## src/rtl/bcd_to_binary_seq.sv

```systemverilog
`default_nettype none
// ============================================================================
// Module      : bcd_to_binary_seq
// Description : Sequential packed-BCD to binary converter. One digit per
//               clock, most significant digit first (acc = acc*10 + digit).
//               Words with any digit above 9 are rejected with err=1.
// Revision    : 1.0 - initial release
// ============================================================================
module bcd_to_binary_seq #(
  parameter int DIGITS = 4,
  parameter int BIN_W  = 14
) (
  input  logic                  clk,
  input  logic                  rst_n,
  input  logic                  start,
  input  logic [4*DIGITS-1:0]   bcd,
  output logic [BIN_W-1:0]      bin,
  output logic                  done,
  output logic                  err,
  output logic                  busy
);

  // A single-digit build still needs a one-bit counter to stay legal.
  localparam int              CNT_W   = (DIGITS > 1) ? $clog2(DIGITS) : 1;
  localparam logic [CNT_W-1:0] CNT_TOP = CNT_W'(DIGITS - 1);

  typedef enum logic [1:0] {
    IDLE = 2'd0,
    CONV = 2'd1,
    DONE = 2'd2
  } state_t;

  state_t                state_q, state_d;
  logic [4*DIGITS-1:0]   bcd_q,   bcd_d;
  logic [BIN_W-1:0]      acc_q,   acc_d;
  logic [CNT_W-1:0]      cnt_q,   cnt_d;
  logic [BIN_W-1:0]      bin_q,   bin_d;
  logic                  err_q,   err_d;

  logic                  any_bad;
  logic [3:0]            cur_digit;
  logic [BIN_W-1:0]      acc_next;

  // Flag the incoming word if any of its digits is outside 0..9.
  always_comb begin
    any_bad = 1'b0;
    for (int i = 0; i < DIGITS; i++) begin
      if (bcd[4*i +: 4] > 4'd9) any_bad = 1'b1;
    end
  end

  // Select the captured digit addressed by the down-counter.
  always_comb begin
    cur_digit = 4'd0;
    for (int i = 0; i < DIGITS; i++) begin
      if (cnt_q == CNT_W'(i)) cur_digit = bcd_q[4*i +: 4];
    end
  end

  // acc*10 is built from shifts so no multiplier is inferred; wraps mod 2^BIN_W.
  assign acc_next = (acc_q << 3) + (acc_q << 1) + BIN_W'(cur_digit);

  // Next-state and datapath updates; everything holds unless stated.
  always_comb begin
    state_d = state_q;
    bcd_d   = bcd_q;
    acc_d   = acc_q;
    cnt_d   = cnt_q;
    bin_d   = bin_q;
    err_d   = err_q;
    case (state_q)
      IDLE: begin
        if (start) begin
          bcd_d = bcd;
          if (any_bad) begin
            bin_d   = '0;
            err_d   = 1'b1;
            state_d = DONE;
          end else begin
            acc_d   = '0;
            cnt_d   = CNT_TOP;
            state_d = CONV;
          end
        end
      end
      CONV: begin
        acc_d = acc_next;
        if (cnt_q == '0) begin
          bin_d   = acc_next;
          err_d   = 1'b0;
          state_d = DONE;
        end else begin
          cnt_d = cnt_q - 1'b1;
        end
      end
      DONE: begin
        state_d = IDLE;
      end
      default: begin
        state_d = IDLE;
      end
    endcase
  end

  // State and datapath registers with asynchronous clear.
  always_ff @(posedge clk or negedge rst_n) begin
    if (!rst_n) begin
      state_q <= IDLE;
      bcd_q   <= '0;
      acc_q   <= '0;
      cnt_q   <= '0;
      bin_q   <= '0;
      err_q   <= 1'b0;
    end else begin
      state_q <= state_d;
      bcd_q   <= bcd_d;
      acc_q   <= acc_d;
      cnt_q   <= cnt_d;
      bin_q   <= bin_d;
      err_q   <= err_d;
    end
  end

  assign bin  = bin_q;
  assign err  = err_q;
  assign done = (state_q == DONE);
  assign busy = (state_q != IDLE);

endmodule
`default_nettype wire

```

## config.mk

```make
export PLATFORM = sky130hd
export DESIGN_NAME = bcd_to_binary_seq
export DESIGN_NICKNAME = d
export VERILOG_FILES = /design/src/rtl/bcd_to_binary_seq.sv
export SDC_FILE = /design/constraint.sdc
export NUM_CORES = 1
export LEC_CHECK = 0
export ABC_AREA = 0
export BUFFER_PORTS_ARGS = -buffer_cell sky130_fd_sc_hd__clkbuf_2
export CAP_MARGIN = 20
export CORE_MARGIN = 5
export CORE_UTILIZATION = 55
export CTS_CLUSTER_SIZE = 24
export DETAILED_ROUTE_END_ITERATION = 10
export PLACE_DENSITY = 0.85
export RECOVER_POWER = 25
export SLEW_MARGIN = 5
export SYNTH_ARGS = -nofsm -noshare
export SYNTH_HDL_FRONTEND = slang
export SYNTH_SLANG_ARGS = --single-unit
```

## constraint.sdc

```tcl
create_clock -name clk -period 5.9 [get_ports clk]
set_clock_uncertainty 0.15 [all_clocks]
set_input_delay 0.59 -clock clk [delete_from_list [all_inputs] [get_ports clk]]
set_output_delay 0.59 -clock clk [all_outputs]
set_load 0.01 [all_outputs]
```

; ---- Yosys cells after proc, flatten, opt, wreduce, memory -nomap -nowiden
; Cells that the tools add are included.
[op_classes]
addsub = 3
magnitude_cmp = 4
reduce_logical = 9
muxes = 27
eq_ne = 10
[op_table]
columns = cell, n
row1 = 14-bit 2-to-1 mux, 3
row2 = 14-bit one-hot mux with 2 select lines, 1
row3 = 13-bit 2-to-1 mux, 2
row4 = 13-bit one-hot mux with 2 select lines, 1
row5 = 4-bit > comparator (second input constant), 4
row6 = 4-bit 2-to-1 mux, 4
row7 = 14-bit adder, 1
row8 = 14-bit by 4-bit adder with 14-bit output, 1
row9 = 2-bit 2-to-1 mux, 6
row10 = 2-bit != test (second input constant), 5
row11 = 2-bit one-hot mux with 2 select lines, 2
row12 = 4-bit AND reduction, 2
row13 = 1-bit 2-to-1 mux, 7
row14 = 2-bit == test (second input constant), 3
row15 = 2-bit by 1-bit == test with 1-bit output (second input constant), 2
row16 = 2-bit logical NOT, 2
row17 = 2-bit AND reduction, 2
row18 = 2-bit nonzero test, 2
row19 = 3-bit AND reduction, 1
row20 = 1-bit one-hot mux with 2 select lines, 1
row21 = 2-bit by 1-bit subtractor with 2-bit output (second input constant), 1
[word_totals]
register_bits = 48
wordCells = 59
input_bits = 19
output_inout_bits = 17

; ---- Logic depth before layout (Yosys ltp)
[logic_depth]
word_depth = 8
mapped_depth = 15
mapped_depth_nobuf = 15

; ---- Least setup slack after synthesis
; Ideal clock, no wire load.
[synth_timing]
path_type = register to register
from = register cnt_q[0]
to = register acc_q[10]
path_buffers = 0
path_stages_with_launch = 16
arrival_ns = 3.108
setup_ns = 0.121
required_time_ns = 5.629
path_slack_ns = 2.521
synth_period_minus_slack_ns = 3.379
cell_sequence = dfrtp_1 -> inv_1 -> ha_1 -> nor2b_1 -> a22oi_1 -> nor2_1 -> a21oi_1 -> o21ai_0 -> ha_1 -> ha_1 -> fa_1 -> a21o_1 -> a221oi_4 -> o21ai_2 -> xor2_1 -> a22o_1
[synth_between]
elab_chain_cells = 7
word_cells_on_any_way = 10
classes_between = add/sub (1) / eq/ne (3) / mux (5) / reduce/logical (1)
[synth_lines]
columns = item, line_no
row1 = from (decl), 36  ; logic [CNT_W-1:0] cnt_q, cnt_d;
row2 = from (signal assigned), 118  ; cnt_q <= cnt_d;
row3 = 2-bit logical NOT, 56  ; if (cnt_q == CNT_W'(i)) cur_digit = bcd_q[4*i +: 4];
row4 = 4-bit 2-to-1 mux (3 in a row), 56
row5 = 4-bit 2-to-1 mux (*), 56
row6 = 14-bit by 4-bit adder with 14-bit output (*), 61  ; assign acc_next = (acc_q << 3) + (acc_q << 1) + BIN_W'(cur_digit);
row7 = 13-bit one-hot mux with 2 select lines (*), 71  ; case (state_q)
row8 = to (signal assigned), 110  ; acc_q <= '0;
row9 = to (signal assigned), 117  ; acc_q <= acc_d;
row10 = to (decl), 35  ; logic [BIN_W-1:0] acc_q, acc_d;
; Every way passes the cells marked *; elsewhere a longest branch is shown, timed or not.
; A chain may end at the register's enable or synchronous reset.

; ---- Worst setup path in the final report
[layout_timing]
from = register cnt_q[0]
to = register bin_q[10] (netlist: bin[10])
[layout_between]
elab_chain_cells = 8
word_cells_on_any_way = 13
classes_between = add/sub (1) / eq/ne (4) / mux (6) / reduce/logical (2)
[layout_lines]
columns = item, line_no
row1 = 2-bit logical NOT, "56, 88"
row2 = 4-bit 2-to-1 mux (4 in a row), 56
row3 = 14-bit by 4-bit adder with 14-bit output, 61
row4 = 14-bit 2-to-1 mux, 88  ; if (cnt_q == '0) begin
row5 = 14-bit one-hot mux with 2 select lines, 71
row6 = to (signal assigned), 119  ; bin_q <= bin_d;
row7 = to (decl), 37  ; logic [BIN_W-1:0] bin_q, bin_d;
; Parallel ways exist; a longest one is shown, timed or not. The select of a mux whose other input is x is not followed.

==> impl_metrics.csv <==
group,metric,value,unit
critical_path,crit_chain,"inv_1, ha_1, nor2b_1, a22oi_1, nor2_1, a21oi_1, o21ai_0, ha_1, ha_1, fa_1, a21o_1, a221oi_4, o21ai_2, xor2_1, a22o_1",
critical_path,critPathKind,"flip-flop to flip-flop",
synthesis,yosysSeqAreaShare,43.5,%
cells_and_area,diodes,0,
worst_hold_path,min_from,"bin[7]$_DFFE_PN0P_",
grt,grt_pass1_wl,10100,um
floorplanning,core,4790,um2
timing,finalSetupViolCount,0,
synthesis,synth-edff-count,0,
cells_and_area,fin_area,3080,um2
floorplanning,dieWidth,80.8,um
cells_and_area,final_layout_size_suffix_gt1_share,25.9,%
pwr,pwr-share-comb,54.2,%
worst_hold_path,whs_endpoint,"bin[7]$_DFFE_PN0P_",
pwr,p_sw_share,42.8,%
place,port_buffers,35,
clock_network,cts.reportedPaths.clkPinSlew,0.09,ns
synthesis,synth_largest_area_cell,"dfrtp_1",
floorplanning,start_util,57.7,%
critical_path,cp.required,5.95,ns
clock_network,cts_hold_buffers,0,
place,hpwl,4400,um
clock_network,clk_latency,0.30,ns
detailed_routing,drtIter0Drc,132,
timing,hold_violations,0,
detailed_routing,wirelength,5740,um
pwr,vdd_ir_drop_max,0.278,mV
floorplanning,io_pins,36,
synthesis,synthFlopType,"dfrtp_1",
synthesis,syn-num-nets,304,
timing,worst_slack,2.13,ns
detailed_routing,vias,2020,
critical_path,crit_slowest_cell,"dfrtp_1",
floorplanning,die_h,80.8,um
synthesis,synth_area,2760,um2
timing,setup_tns,0,ns
grt,antenna_found_initial,0,
pwr,p_leak,1.53,nW
synthesis,postSynthCellCount,257,
grt,overflow,0,
clock_network,clockBufferDepth,2,
timing,slew_viol_final,49,
critical_path,cp_common_cell,"ha_1",
pwr,p_clk_share,13.8,%
critical_path,slowest_delay,0.44,ns
timing,fmaxAchievable,266,MHz
detailed_routing,drc_errors,0,
synthesis,synthTopCellsByArea,"dfrtp_1, ha_1, mux2_2",
synthesis,async_flop_share,100,%
clock_network,clockRootBuffer,"clkbuf_8",
clock_network,cts_resized,0,
flow_run,cap_violations,1,
synthesis,synth_warnings,0,
pwr,intPower,1.04,mW
worst_hold_path,hold_depth,2,
cells_and_area,final_cell_mix,"dfrtp_1, nand2_1, clkbuf_2, ha_1, mux2_2",
clock_network,cts_sinks,48,
clock_network,numCtsBuffers,5,
pwr,sequentialPowerShare,31.9,%
critical_path,r2r_setup_slack,2.13,ns
floorplanning,rows,25,
grt,track_usage,19.8,%
pwr,switchingPower,0.780,mW
detailed_routing,vias_per_cell,5.66,
worst_hold_path,hold_class,"flip-flop to flip-flop",
place,post_dp_cell_area,2960,um2
cells_and_area,nNetsFinal,336,
cells_and_area,final_common_cell,"dfrtp_1",
critical_path,r2r_start,"cnt_q[0]$_DFFE_PN0P_",
clock_network,cts_setup_buffers,0,
detailed_routing,dr.pass1.iters,4,
synthesis,synth_top_area_share,43.5,%
timing,worstMarginPinSlew,2.48,ns
timing,hold_ws,0.340,ns
place,place_ws,2.17,ns
critical_path,crit_arrival,3.81,ns
synthesis,syn_avg_cell_area,10.7,um2
synthesis,yosysUniqueCellTypes,46,
grt,first_global_vias,2120,
critical_path,endpoint_kind,"flip-flop",
floorplanning,dieArea,6540,um2
clock_network,cts_tree,"built",
outcome,outcome,"complete, but fails checks",
critical_path,startpoint_type,"flip-flop",
critical_path,worst-r2r-cell-count,15,
timing,rsz0062_at_grt,"no",
clock_network,h-tree-depth,2,
critical_path,cp_max_fo,8,
critical_path,r2r_end,"bin[10]$_DFFE_PN0P_",
timing,relSlewSlack,-65.6,%
detailed_routing,wl_per_cell,16.1,um
critical_path,crit_buf_inv,1,
detailed_routing,ant_nets,0,
timing,post-route-period-util,63.8,%
pwr,powerDensity,592,nW/um2
outcome,violations,"max-capacitance violations, max-slew violations",
synthesis,synth_seq_cells,48,
timing,period_needed,3.77,ns
place,gp_routability_congestion,0.896,
critical_path,critPathTopFamily,"adder cells",
cells_and_area,area_delta_synth_final,11.5,%
grt,grt_start_max_net_pins,49,
==> synthesized netlist by cell type, drive strengths merged, types with 4 or more instances <==
cell type / number
nand2: 39
inv: 8
nand4: 4
buf: 8
ha: 26
mux2: 19
a22oi: 4
nor2b: 4
a21o: 5
xnor2: 6
a21oi: 17
o21ai: 20
nor2: 8
a22o: 6
dfrtp: 48
==> flip-flops by register name (all words and copies together) (netlist names) <==
name     cells
bcd_q       16
bin         14
acc_q       13
cnt_q        2
state_q      2
err          1
==> how the worst max path moves through the flow <==
stage | slack, ns | end | cells past startpoint | start
global placement | 2.36 | acc_q[12]$_DFFE_PN0P_ | 15 | cnt_q[0]$_DFFE_PN0P_
floorplan | 2.52 | acc_q[10]$_DFFE_PN0P_ | 15 | cnt_q[0]$_DFFE_PN0P_
finish | 2.13 | bin[10]$_DFFE_PN0P_ | 15 | cnt_q[0]$_DFFE_PN0P_
CTS | 2.16 | bin[10]$_DFFE_PN0P_ | 15 | cnt_q[0]$_DFFE_PN0P_
detailed placement | 2.17 | acc_q[12]$_DFFE_PN0P_ | 15 | cnt_q[1]$_DFFE_PN0P_
global route | 1.80 | bin[10]$_DFFE_PN0P_ | 15 | cnt_q[0]$_DFFE_PN0P_
==> metal layers <==
| metal | wire (um) | vias up | GRT usage (%) |
|---|---|---|---|
| li1 | - | 985 | - |
| met1 | 2460 | 973 | 23.9 |
| met2 | 2940 | 50 | 35.5 |
| met3 | 223 | 12 | 3.66 |
| met4 | 119 | 0 | 6.59 |
| met5 | 0 | - | 0 |
==> cell families after synthesis <==
kind of cell / Yosys count / synth area share, %
XOR/XNOR: 9 / 2.86
AO/OA/AOI/OAI: 65 / 16.8
buffers and inverters: 19 / 3.49
adder cells (fa/ha/maj): 28 / 13.2
AND/OR/NAND/NOR: 69 / 12.2
flip-flops: 48 / 43.5
multiplexers: 19 / 7.89
==> power groups by stage <==
stage                     logic [mW]  clock network, mW  registers, mW
after floorplan                0.793                  0          0.563
after global placement         0.944                  0          0.583
after detailed placement       0.986                  0          0.588
after CTS                      0.993              0.258          0.582
after global routing            1.11              0.273          0.600
final                          0.989              0.252          0.582
==> worst register-to-register path, cell delays in order, from the launching register on <==
cell      delay (ns)
dfrtp_1         0.44
inv_1           0.13
ha_1            0.32
nor2b_1         0.26
a22oi_1         0.10
nor2_1          0.11
a21oi_1         0.05
o21ai_0         0.17
ha_1            0.26
ha_1            0.23
fa_1            0.41
a21o_1          0.24
a221oi_4        0.35
o21ai_2         0.11
xor2_1          0.16
a22o_1          0.18
==> per-stage QoR <==
| stage | total power [mW] | cells | util, % |
|---|---|---|---|
| final | 1.82 | 357 | 64.3 |
| after global routing | 1.99 | 357 | 64.3 |
| after CTS | 1.83 | 357 | 64.4 |
| after detailed placement | 1.57 | 349 | 61.9 |
| after global placement | 1.53 | 349 | 61.9 |
| after floorplan | 1.36 | 257 | - |
==> final cells by class <==
class | instances | area [um2]
well taps | 67 | 83.8
inverters | 8 | 30.0
fillers | 388 | 1710
flip-flops and latches | 48 | 1200
multi-input cells | 190 | 1460
clock buffers | 6 | 82.6
clock inverters | 2 | 38.8
repair buffers | 36 | 179
(Power assumes the default switching activity.)
